[src/rtl/dma_fpram.sv]
// dma_fpram: copies len+1 words from DRAM into FPRAM (CRAM or SFILE).
// Ports: start/tgt/src/dst/len request, dram_* read port, dma_* write port, busy/done.
module dma_fpram (
  input  logic        clk,
  input  logic        rst,
  input  logic        start,
  input  logic        tgt,
  input  logic [20:0] src,
  input  logic [7:0]  dst,
  input  logic [7:0]  len,
  output logic        dram_req,
  output logic [20:0] dram_addr,
  input  logic        dram_next,
  input  logic [15:0] dram_rdata,
  input  logic        dram_stb,
  output logic [15:0] dma_data,
  output logic [7:0]  dma_wraddr,
  output logic        dma_cram_we,
  output logic        dma_sfile_we,
  output logic        busy,
  output logic        done
);

  typedef enum logic [1:0] {
    IDLE,
    READ,
    DRAIN
  } state_t;

  state_t      state;
  state_t      state_nx;

  logic        tgt_q;
  logic [20:0] src_ptr;
  logic [7:0]  dst_ptr;
  logic [7:0]  issue_cnt;
  logic [7:0]  recv_cnt;
  logic        last_q;
  logic        issue;
  logic        recv;

  assign dram_req  = (state == READ);
  assign dram_addr = src_ptr;
  assign busy      = (state != IDLE);
  assign issue     = dram_req && dram_next;
  // last_q marks the final word's write cycle; any
  // further strobes are stray and must not write
  assign recv      = busy && !last_q && dram_stb;

  always_ff @(posedge clk) begin
    if (rst) state <= IDLE;
    else     state <= state_nx;
  end

  always_comb begin
    state_nx = state;
    case (state)
      IDLE:    if (start) state_nx = READ;
      READ:    if (issue && issue_cnt == 8'd0)
                 state_nx = DRAIN;
      DRAIN:   if (last_q) state_nx = IDLE;
      default: state_nx = IDLE;
    endcase
  end

  always_ff @(posedge clk) begin
    if (rst) begin
      tgt_q        <= 1'b0;
      src_ptr      <= '0;
      dst_ptr      <= '0;
      issue_cnt    <= '0;
      recv_cnt     <= '0;
      last_q       <= 1'b0;
      dma_data     <= '0;
      dma_wraddr   <= '0;
      dma_cram_we  <= 1'b0;
      dma_sfile_we <= 1'b0;
      done         <= 1'b0;
    end else begin
      dma_cram_we  <= 1'b0;
      dma_sfile_we <= 1'b0;
      done         <= 1'b0;
      last_q       <= 1'b0;
      if (state == IDLE && start) begin
        tgt_q     <= tgt;
        src_ptr   <= src;
        dst_ptr   <= dst;
        issue_cnt <= len;
        recv_cnt  <= len;
      end
      if (issue) begin
        src_ptr <= src_ptr + 21'd1;
        if (issue_cnt != 8'd0)
          issue_cnt <= issue_cnt - 8'd1;
      end
      if (recv) begin
        dma_data     <= dram_rdata;
        dma_wraddr   <= dst_ptr;
        dst_ptr      <= dst_ptr + 8'd1;
        dma_cram_we  <= !tgt_q;
        dma_sfile_we <= tgt_q;
        if (recv_cnt == 8'd0) last_q <= 1'b1;
        else recv_cnt <= recv_cnt - 8'd1;
      end
      // done lands the cycle after the last write
      if (state == DRAIN && last_q)
        done <= 1'b1;
    end
  end

endmodule

[config.mk]
export PLATFORM = sky130hd
export DESIGN_NAME = dma_fpram
export DESIGN_NICKNAME = d
export VERILOG_FILES = /design/src/rtl/dma_fpram.sv
export SDC_FILE = /design/constraint.sdc
export NUM_CORES = 1
export LEC_CHECK = 0
export ABC_AREA = 1
export BUFFER_PORTS_ARGS = -buffer_cell sky130_fd_sc_hd__buf_2
export CELL_PAD_IN_SITES_DETAIL_PLACEMENT = 1
export CELL_PAD_IN_SITES_GLOBAL_PLACEMENT = 2
export CORE_MARGIN = 10
export CORE_UTILIZATION = 25
export DETAILED_ROUTE_END_ITERATION = 10
export PLACE_DENSITY = 0.76
export SLEW_MARGIN = 20
export SYNTH_ARGS = -nofsm -noshare
export SYNTH_HDL_FRONTEND = slang
export SYNTH_SLANG_ARGS = --single-unit
[constraint.sdc]
create_clock -name clk -period 1.6 [get_ports clk]
set_clock_uncertainty 0.15 [all_clocks]
set_input_delay 0.4 -clock clk [delete_from_list [all_inputs] [get_ports clk]]
set_output_delay 0.4 -clock clk [all_outputs]
set_load 0.01 [all_outputs]
==> results of run 1 <==
-- stage by stage --
step                      hold WS (ns)  instance area (um2)  TNS (ns)  total power [mW]  utilization
final                           0.1643                 5704         0             5.985       0.3630
after global routing            0.1895                 5704   -0.4318             6.349       0.3630
after CTS                       0.1522                 5473  -0.02519             5.958       0.3483
after detailed placement        0.2578                 5100   -0.6681             3.640       0.3246
after global placement          0.2539                 5100   -0.3444             3.575       0.3246
after floorplan                 0.2425                 3985         0             3.055            -
-- registers in the layout, summed over array words and instances (netlist names) --
name,count
dma_cram_we,1
dma_data,16
dma_sfile_we,1
dma_wraddr,8
done,1
dram_addr,21
dst_ptr,8
issue_cnt,8
last_q,1
recv_cnt,8
state,2
tgt_q,1
-- power breakdown --
part	switching [mW]	total [mW]	internal [mW]	leakage [nW]
registers	0.151	2.24	2.09	0.631
logic	0.847	1.47	0.624	1.87
clock network	0.862	2.28	1.42	0.156
-- worst max path at each step --
stage / from / to / slack, ns / cells past startpoint
4_1_cts: dram_addr[0] / dram_addr[10] / -0.01 / 10
2_1_floorplan: dram_addr[0] / dram_addr[10] / 0.04 / 10
3_5_place_dp: dram_next / issue_cnt[5] / -0.10 / 8
3_3_place_gp: dram_addr[3] / dram_addr[11] / -0.07 / 9
5_1_grt: dram_addr[0] / dram_addr[12] / -0.07 / 10
6_report: state[0] / busy / 0.000009 / 3
-- worst max-delay path: cells and delay by family, from the launching register on --
family                 cells  cell delay (ns)
AND/OR/NAND/NOR            1             0.14
buffers and inverters      2             0.20
flip-flops                 1             0.37
-- metal layers --
metal / vias to the layer above / wire length [um]
li1: 2191 / -
met1: 2098 / 6784
met2: 91 / 7251
met3: 16 / 677
met4: 0 / 231
met5: - / 0
-- synth_stat cells, types with 8 or more instances --
cell	instances
sky130_fd_sc_hd__o21ai_1	9
sky130_fd_sc_hd__inv_2	8
sky130_fd_sc_hd__o21ai_0	61
sky130_fd_sc_hd__a21oi_1	32
sky130_fd_sc_hd__clkbuf_1	8
sky130_fd_sc_hd__a31oi_1	8
sky130_fd_sc_hd__nand3_1	39
sky130_fd_sc_hd__inv_1	61
sky130_fd_sc_hd__nand2_1	113
sky130_fd_sc_hd__dfxtp_1	76
sky130_fd_sc_hd__nor2_1	88
sky130_fd_sc_hd__xor2_1	11
-- placed cells by master (no fill, tap or decap), types with 14 or more instances in the layout --
master / count
sky130_fd_sc_hd__o21ai_1: 18
sky130_fd_sc_hd__buf_2: 106
sky130_fd_sc_hd__buf_4: 46
sky130_fd_sc_hd__inv_1: 55
sky130_fd_sc_hd__a21oi_1: 31
sky130_fd_sc_hd__dfxtp_1: 61
sky130_fd_sc_hd__nand3_1: 36
sky130_fd_sc_hd__o21ai_0: 47
sky130_fd_sc_hd__nor2_2: 14
sky130_fd_sc_hd__nand2_1: 106
sky130_fd_sc_hd__nor2_1: 71
-- logic make-up (layout without fill, tap and decap cells) --
group | after synthesis | in the layout | share of synthesized area
and+or+nand+nor | 267 | 268 | 0.2949
AOI/OAI and AO/OA | 126 | 126 | 0.1741
buffers and inverters | 93 | 248 | 0.1007
DFF | 76 | 76 | 0.3828
xor gates and xnor gates | 13 | 13 | 0.02864
adders and majority gates | 6 | 6 | 0.01889
-- timing repair --
item,CTS,global route
setup buffers,0,3
endpoints found under the hold margin,0,0
resized for setup,12,77
setup endpoints to repair,18,42
pin swaps,1,16
hold buffers,0,0
cloned,1,1
-- area by class of cell --
| cell class | instances | area, um2 | share of cell area |
|---|---|---|---|
| clock buffers | 11 | 242.7 | 0.04255 |
| clock inverters | 5 | 85.08 | 0.01492 |
| inverters | 69 | 264.0 | 0.04628 |
| multi-input cells | 413 | 2237 | 0.3922 |
| flip-flops and latches | 76 | 1548 | 0.2713 |
| well taps | 216 | 270.3 | 0.04738 |
| repair buffers | 163 | 1057 | 0.1853 |
==> qor.json, run 1 <==
{
  "status": "completed",
  "final.fill_count": 1965,
  "max_freq_mhz": 625.0,
  "postRouteWirelength_um": 14950,
  "yosysTopAreaCell": "sky130_fd_sc_hd__dfxtp_1",
  "power_density_nw_per_um2": 1049,
  "hold_path.class": "input port to flop",
  "postLayoutSetupSlackWorst_ns": 0.000009104,
  "unrepaired_setup_endpoints_after_global_routing": "true",
  "h-tree-depth": 3,
  "max_cap_viol_count": 0,
  "synth_cell_type_count": 35,
  "core_region_area_um2": 15710,
  "grt_pass1_wl_um": 24600,
  "maxSlewHeadroom": 0.7750,
  "regToRegStartpoint": "dram_addr[1]",
  "yosysSeqAreaShare": 0.3828,
  "top_level_ports": 109,
  "grt-busiest-layer": "met2",
  "finalSetupViolCount": 0,
  "cts_tree": "yes",
  "grt_util_met3": 0.03585,
  "grt_max_degree": 49,
  "grt_util_met1": 0.1667,
  "die_area_um2": 21340,
  "hpwlAfterDp_um": 11410,
  "cts.reportedPaths.clkPinSlew_ns": 0.06,
  "place.detailed.instances": 932,
  "grt_antenna_before_repair": 0,
  "port_buffers": 108,
  "clock_latency_ns": 0.34,
  "antenna-diode-count": 0,
  "drtIter0Drc": 178,
  "nets": 797,
  "grt.total_usage": 0.1397,
  "timing.hold.worst.start": "dram_rdata[6]",
  "seq_cells_post_synth": 76,
  "most_used_flip_flop_cell_after_synthesis": "sky130_fd_sc_hd__dfxtp_1",
  "die_height_um": 146.1,
  "timing.reg2reg.worst_path_depth": 10,
  "power.ir.vdd_worst_mv": 0.5243,
  "route.vias.total": 4396,
  "leakagePower_nw": 2.660,
  "yosys_warnings": 0,
  "min_period_ns": 1.600,
  "post_synth_inst_count": 581,
  "timing_worst_setup_path_type": "flop to output pin",
  "drt-pass1-iter-count": 6,
  "fin_crit_sh": 1.000,
  "async_reset_ff_frac": 0,
  "routedWlPerCell_um": 15.68,
  "dieWidth_um": 146.1,
  "worst_hold_path.num_cells": 3,
  "cts_buffer_depth": 2,
  "r2r_setup_slack_ns": 0.03,
  "area_delta_synth_final_pct": 43.50,
  "groute.layer.met2.usage": 0.2358,
  "synth-edff-count": 0,
  "reg2reg_to": "dram_addr[10]",
  "netlist_top_cells_area": "sky130_fd_sc_hd__dfxtp_1, sky130_fd_sc_hd__nand2_1, sky130_fd_sc_hd__nor2_1",
  "drive_above_1_share": 0.3541,
  "number_of_nets_in_the_synthesized_netlist": 646,
  "syn-mean-instance-area_um2": 6.842,
  "routed_via_density": 4.613,
  "clkSinkCount": 76,
  "remaining_drc_errors": 0,
  "gp_congestion": 0.8206,
  "cp_cell_sequence": "nor2_4 -> inv_2 -> buf_6",
  "ctsRootBufferMaster": "sky130_fd_sc_hd__clkbuf_16",
  "critical_path_max_stage_delay_ns": 0.37,
  "worst_ep_required_time_ns": 1.05,
  "cts_buffers": 9,
  "instances_no_fill": 953,
  "worstMarginPinSlew_ns": 0.3376,
  "startpoint_type": "flop",
  "arrival_ns": 1.05,
  "pre_cts_setup_slack_ns": -0.1024,
  "starting_utilization_of_the_core_area": 0.2530,
  "num_rows": 46,
  "critical_path.endpoint_type": "output pin",
  "critPathSlowestCell": "sky130_fd_sc_hd__dfxtp_4",
  "path_max_fanout": 4,
  "synthesis.area_um2": 3975,
  "synth_top_area_share": 0.3828,
  "grt_pass1_vias": 4809,
  "antenna_left": 0,
  "whs_endpoint": "dma_data[6]",
  "hold_viol_final": 0,
  "maxSlewViolCount": 0,
  "global_route.overflow_total": 0
}
No activity file was read; power rests on OpenSTA's default activity.
==> run 2, diff against run 1 <==
--- a/config.mk
+++ b/config.mk
@@ -7,12 +7,10 @@
 export LEC_CHECK = 0
 export ABC_AREA = 1
 export BUFFER_PORTS_ARGS = -buffer_cell sky130_fd_sc_hd__buf_2
-export CELL_PAD_IN_SITES_DETAIL_PLACEMENT = 1
-export CELL_PAD_IN_SITES_GLOBAL_PLACEMENT = 2
 export CORE_MARGIN = 10
-export CORE_UTILIZATION = 25
+export CORE_UTILIZATION = 48
 export DETAILED_ROUTE_END_ITERATION = 10
-export PLACE_DENSITY = 0.76
+export PLACE_DENSITY_LB_ADDON = 0.15
 export SLEW_MARGIN = 20
 export SYNTH_ARGS = -nofsm -noshare
 export SYNTH_HDL_FRONTEND = slang
==> constraint.sdc (replaced) <==
create_clock -name clk -period 1.4 [get_ports clk]
set_clock_uncertainty 0.15 [all_clocks]
set_input_delay 0.35 -clock clk [delete_from_list [all_inputs] [get_ports clk]]
set_output_delay 0.35 -clock clk [all_outputs]
set_load 0.01 [all_outputs]
==> run 2 against run 1 <==
Compared with the run above: the flow now finishes with violations (setup timing); global-route usage is 11 points higher; cell area increased by 28%; hold slack lost 0.10 ns; worst setup slack worse by 0.38 ns; wire length is 45% higher; sequential power grew 16%; via count grew 28%; clock power is 19% lower; non-clock buffer count increased by 82; die area shrank 42%; largest power group is now combinational logic.
==> qor.json, run 2 (synthesized netlist as in run 1, its figures left out) <==
{
  "top_level_ports": 109,
  "unrepaired_setup_endpoints_after_global_routing": "true",
  "critical_path.endpoint_type": "flop",
  "routedWlPerCell_um": 23.41,
  "leakagePower_nw": 3.447,
  "dieWidth_um": 111,
  "area_delta_synth_final_pct": 83.32,
  "drt-pass1-iter-count": 6,
  "h-tree-depth": 3,
  "grt.total_usage": 0.2510,
  "clock_latency_ns": 0.37,
  "most_frequent_cells_in_the_layout": "sky130_fd_sc_hd__buf_2, sky130_fd_sc_hd__nand2_1, sky130_fd_sc_hd__buf_4",
  "drtIter0Drc": 614,
  "global_route.overflow_total": 0,
  "postLayoutSetupSlackWorst_ns": -0.3787,
  "max_cap_viol_count": 0,
  "route.vias.total": 5646,
  "remaining_drc_errors": 0,
  "power.ir.vdd_worst_mv": 0.6177,
  "grt_max_degree": 51,
  "failed_checks": "setup timing",
  "timing_worst_setup_path_type": "flop to flop",
  "fin_util": 0.8959,
  "core_region_area_um2": 8134,
  "maxSlewHeadroom": 0.7754,
  "grt_antenna_before_repair": 1,
  "share_of_total_power_consumed_by_net_switching": 0.3788,
  "path_max_fanout": 4,
  "hold_viol_final": 0,
  "cts_buffers": 9,
  "clock_power_share": 0.247,
  "starting_utilization_of_the_core_area": 0.4887,
  "cts_tree": "yes",
  "grt_pass1_vias": 5299,
  "worstMarginPinSlew_ns": 0.3343,
  "dpl_cell_area_um2": 5234,
  "grt_pass1_wl_um": 25970,
  "hpwlAfterDp_um": 8724,
  "clkSinkCount": 76,
  "largest_reg_flops": 21,
  "die_area_um2": 12320,
  "die_height_um": 111,
  "hold_path.class": "input port to flop",
  "maxSlewViolCount": 0,
  "ctsRootBufferMaster": "sky130_fd_sc_hd__clkbuf_8",
  "fin_crit_sh": 1.270,
  "arrival_ns": 1.91,
  "postRouteWirelength_um": 21680,
  "num_rows": 33,
  "sequential_power_share": 0.348,
  "startpoint_type": "flop",
  "combPwrFrac": 0.405,
  "finalSetupViolCount": 94,
  "max_freq_mhz": 562.2,
  "cts.reportedPaths.clkPinSlew_ns": 0.10,
  "layout_commonest_cell": "sky130_fd_sc_hd__buf_2",
  "routed_via_density": 6.097,
  "min_period_ns": 1.779,
  "power_density_nw_per_um2": 1025,
  "cts_buffer_depth": 2,
  "p_switching_mw": 2.829,
  "gp_congestion": 0.8626,
  "port_buffers": 108,
  "antenna_left": 0,
  "internal-power_mw": 4.640,
  "worst_ep_required_time_ns": 1.53,
  "nets": 880,
  "design_area_um2": 7287,
  "status": "finished, violations left",
  "drive_above_1_share": 0.5744
}
-- run 2: changes by cell type in the layout (fill, tap and decap cells not counted), sizes merged --
cell      change
diode         +1
clkinv        +3
buf          +80
bufinv        -1
inv           +2
clkinvlp      -1
-- run 2: metal layers --
metal	share of wire	wire length, um	GRT usage	vias up
li1	-	-	-	2372
met1	0.34	7382	0.2793	2584
met2	0.48	10380	0.4296	507
met3	0.098	2129	0.06061	183
met4	0.082	1788	0.1372	0
met5	0	0	0	-
-- run 2: final timing paths --
check	start	endpoint	slack, ns	depth (start not counted)
setup / recovery	dram_addr[5]	dram_addr[17]	-0.38	8
setup reg to reg	dram_addr[5]	dram_addr[17]	-0.38	8
hold reg to reg	tgt_q	dma_cram_we	0.28	1
hold / removal	dram_rdata[10]	dma_data[10]	0.06	3
-- run 2: power by group through the flow --
stage | Clock [mW] | Combinational, mW | Sequential, mW
floorplan | 0 | 0.908 | 2.63
global placement | 0 | 1.63 | 2.56
detailed placement | 0 | 1.67 | 2.57
CTS | 1.75 | 2.30 | 2.54
global route | 1.90 | 3.15 | 2.62
finish | 1.84 | 3.02 | 2.60
-- run 2: what timing repair did --
| item | in CTS | in global routing |
|---|---|---|
| resized for setup | 214 | 160 |
| gates cloned | 10 | 4 |
| hold buffers | 0 | 0 |
| setup buffers | 33 | 23 |
| setup endpoints to repair | 84 | 93 |
| pin swaps | 53 | 43 |
-- run 2: metrics by stage --
step | setup WS, ns | TNS, ns | instances | power, mW | hold slack [ns]
4_1_cts | -0.2131 | -6.165 | 903 | 6.583 | 0.06591
2_1_floorplan | -0.08371 | -0.5567 | 581 | 3.537 | 0.2425
5_1_grt | -0.5330 | -21.27 | 926 | 7.667 | 0.08221
3_5_place_dp | -0.1347 | -3.536 | 848 | 4.237 | 0.2585
6_report | -0.3787 | -18.72 | 926 | 7.469 | 0.06336
3_3_place_gp | -0.1003 | -2.089 | 848 | 4.190 | 0.2475
-- run 2: cell type report --
class,instances,area [um2]
diodes,1,2.502
well taps,105,131.4
repair buffers,245,2230
fillers,314,847.1
clock inverters,7,75.07
clock buffers,9,123.9
repair inverters,1,11.26
multi-input cells,413,2838
inverters,69,296.5
flip-flops and latches,76,1579
-- run 2: critical path, stage by stage, from the launching register on --
cell,delay (ns)
sky130_fd_sc_hd__dfxtp_2,0.40
sky130_fd_sc_hd__nand2_1,0.16
sky130_fd_sc_hd__inv_1,0.15
sky130_fd_sc_hd__nand2_1,0.18
sky130_fd_sc_hd__nor2_1,0.25
sky130_fd_sc_hd__nand3_1,0.12
sky130_fd_sc_hd__nand3_1,0.10
sky130_fd_sc_hd__nand2_1,0.05
sky130_fd_sc_hd__a21oi_1,0.14
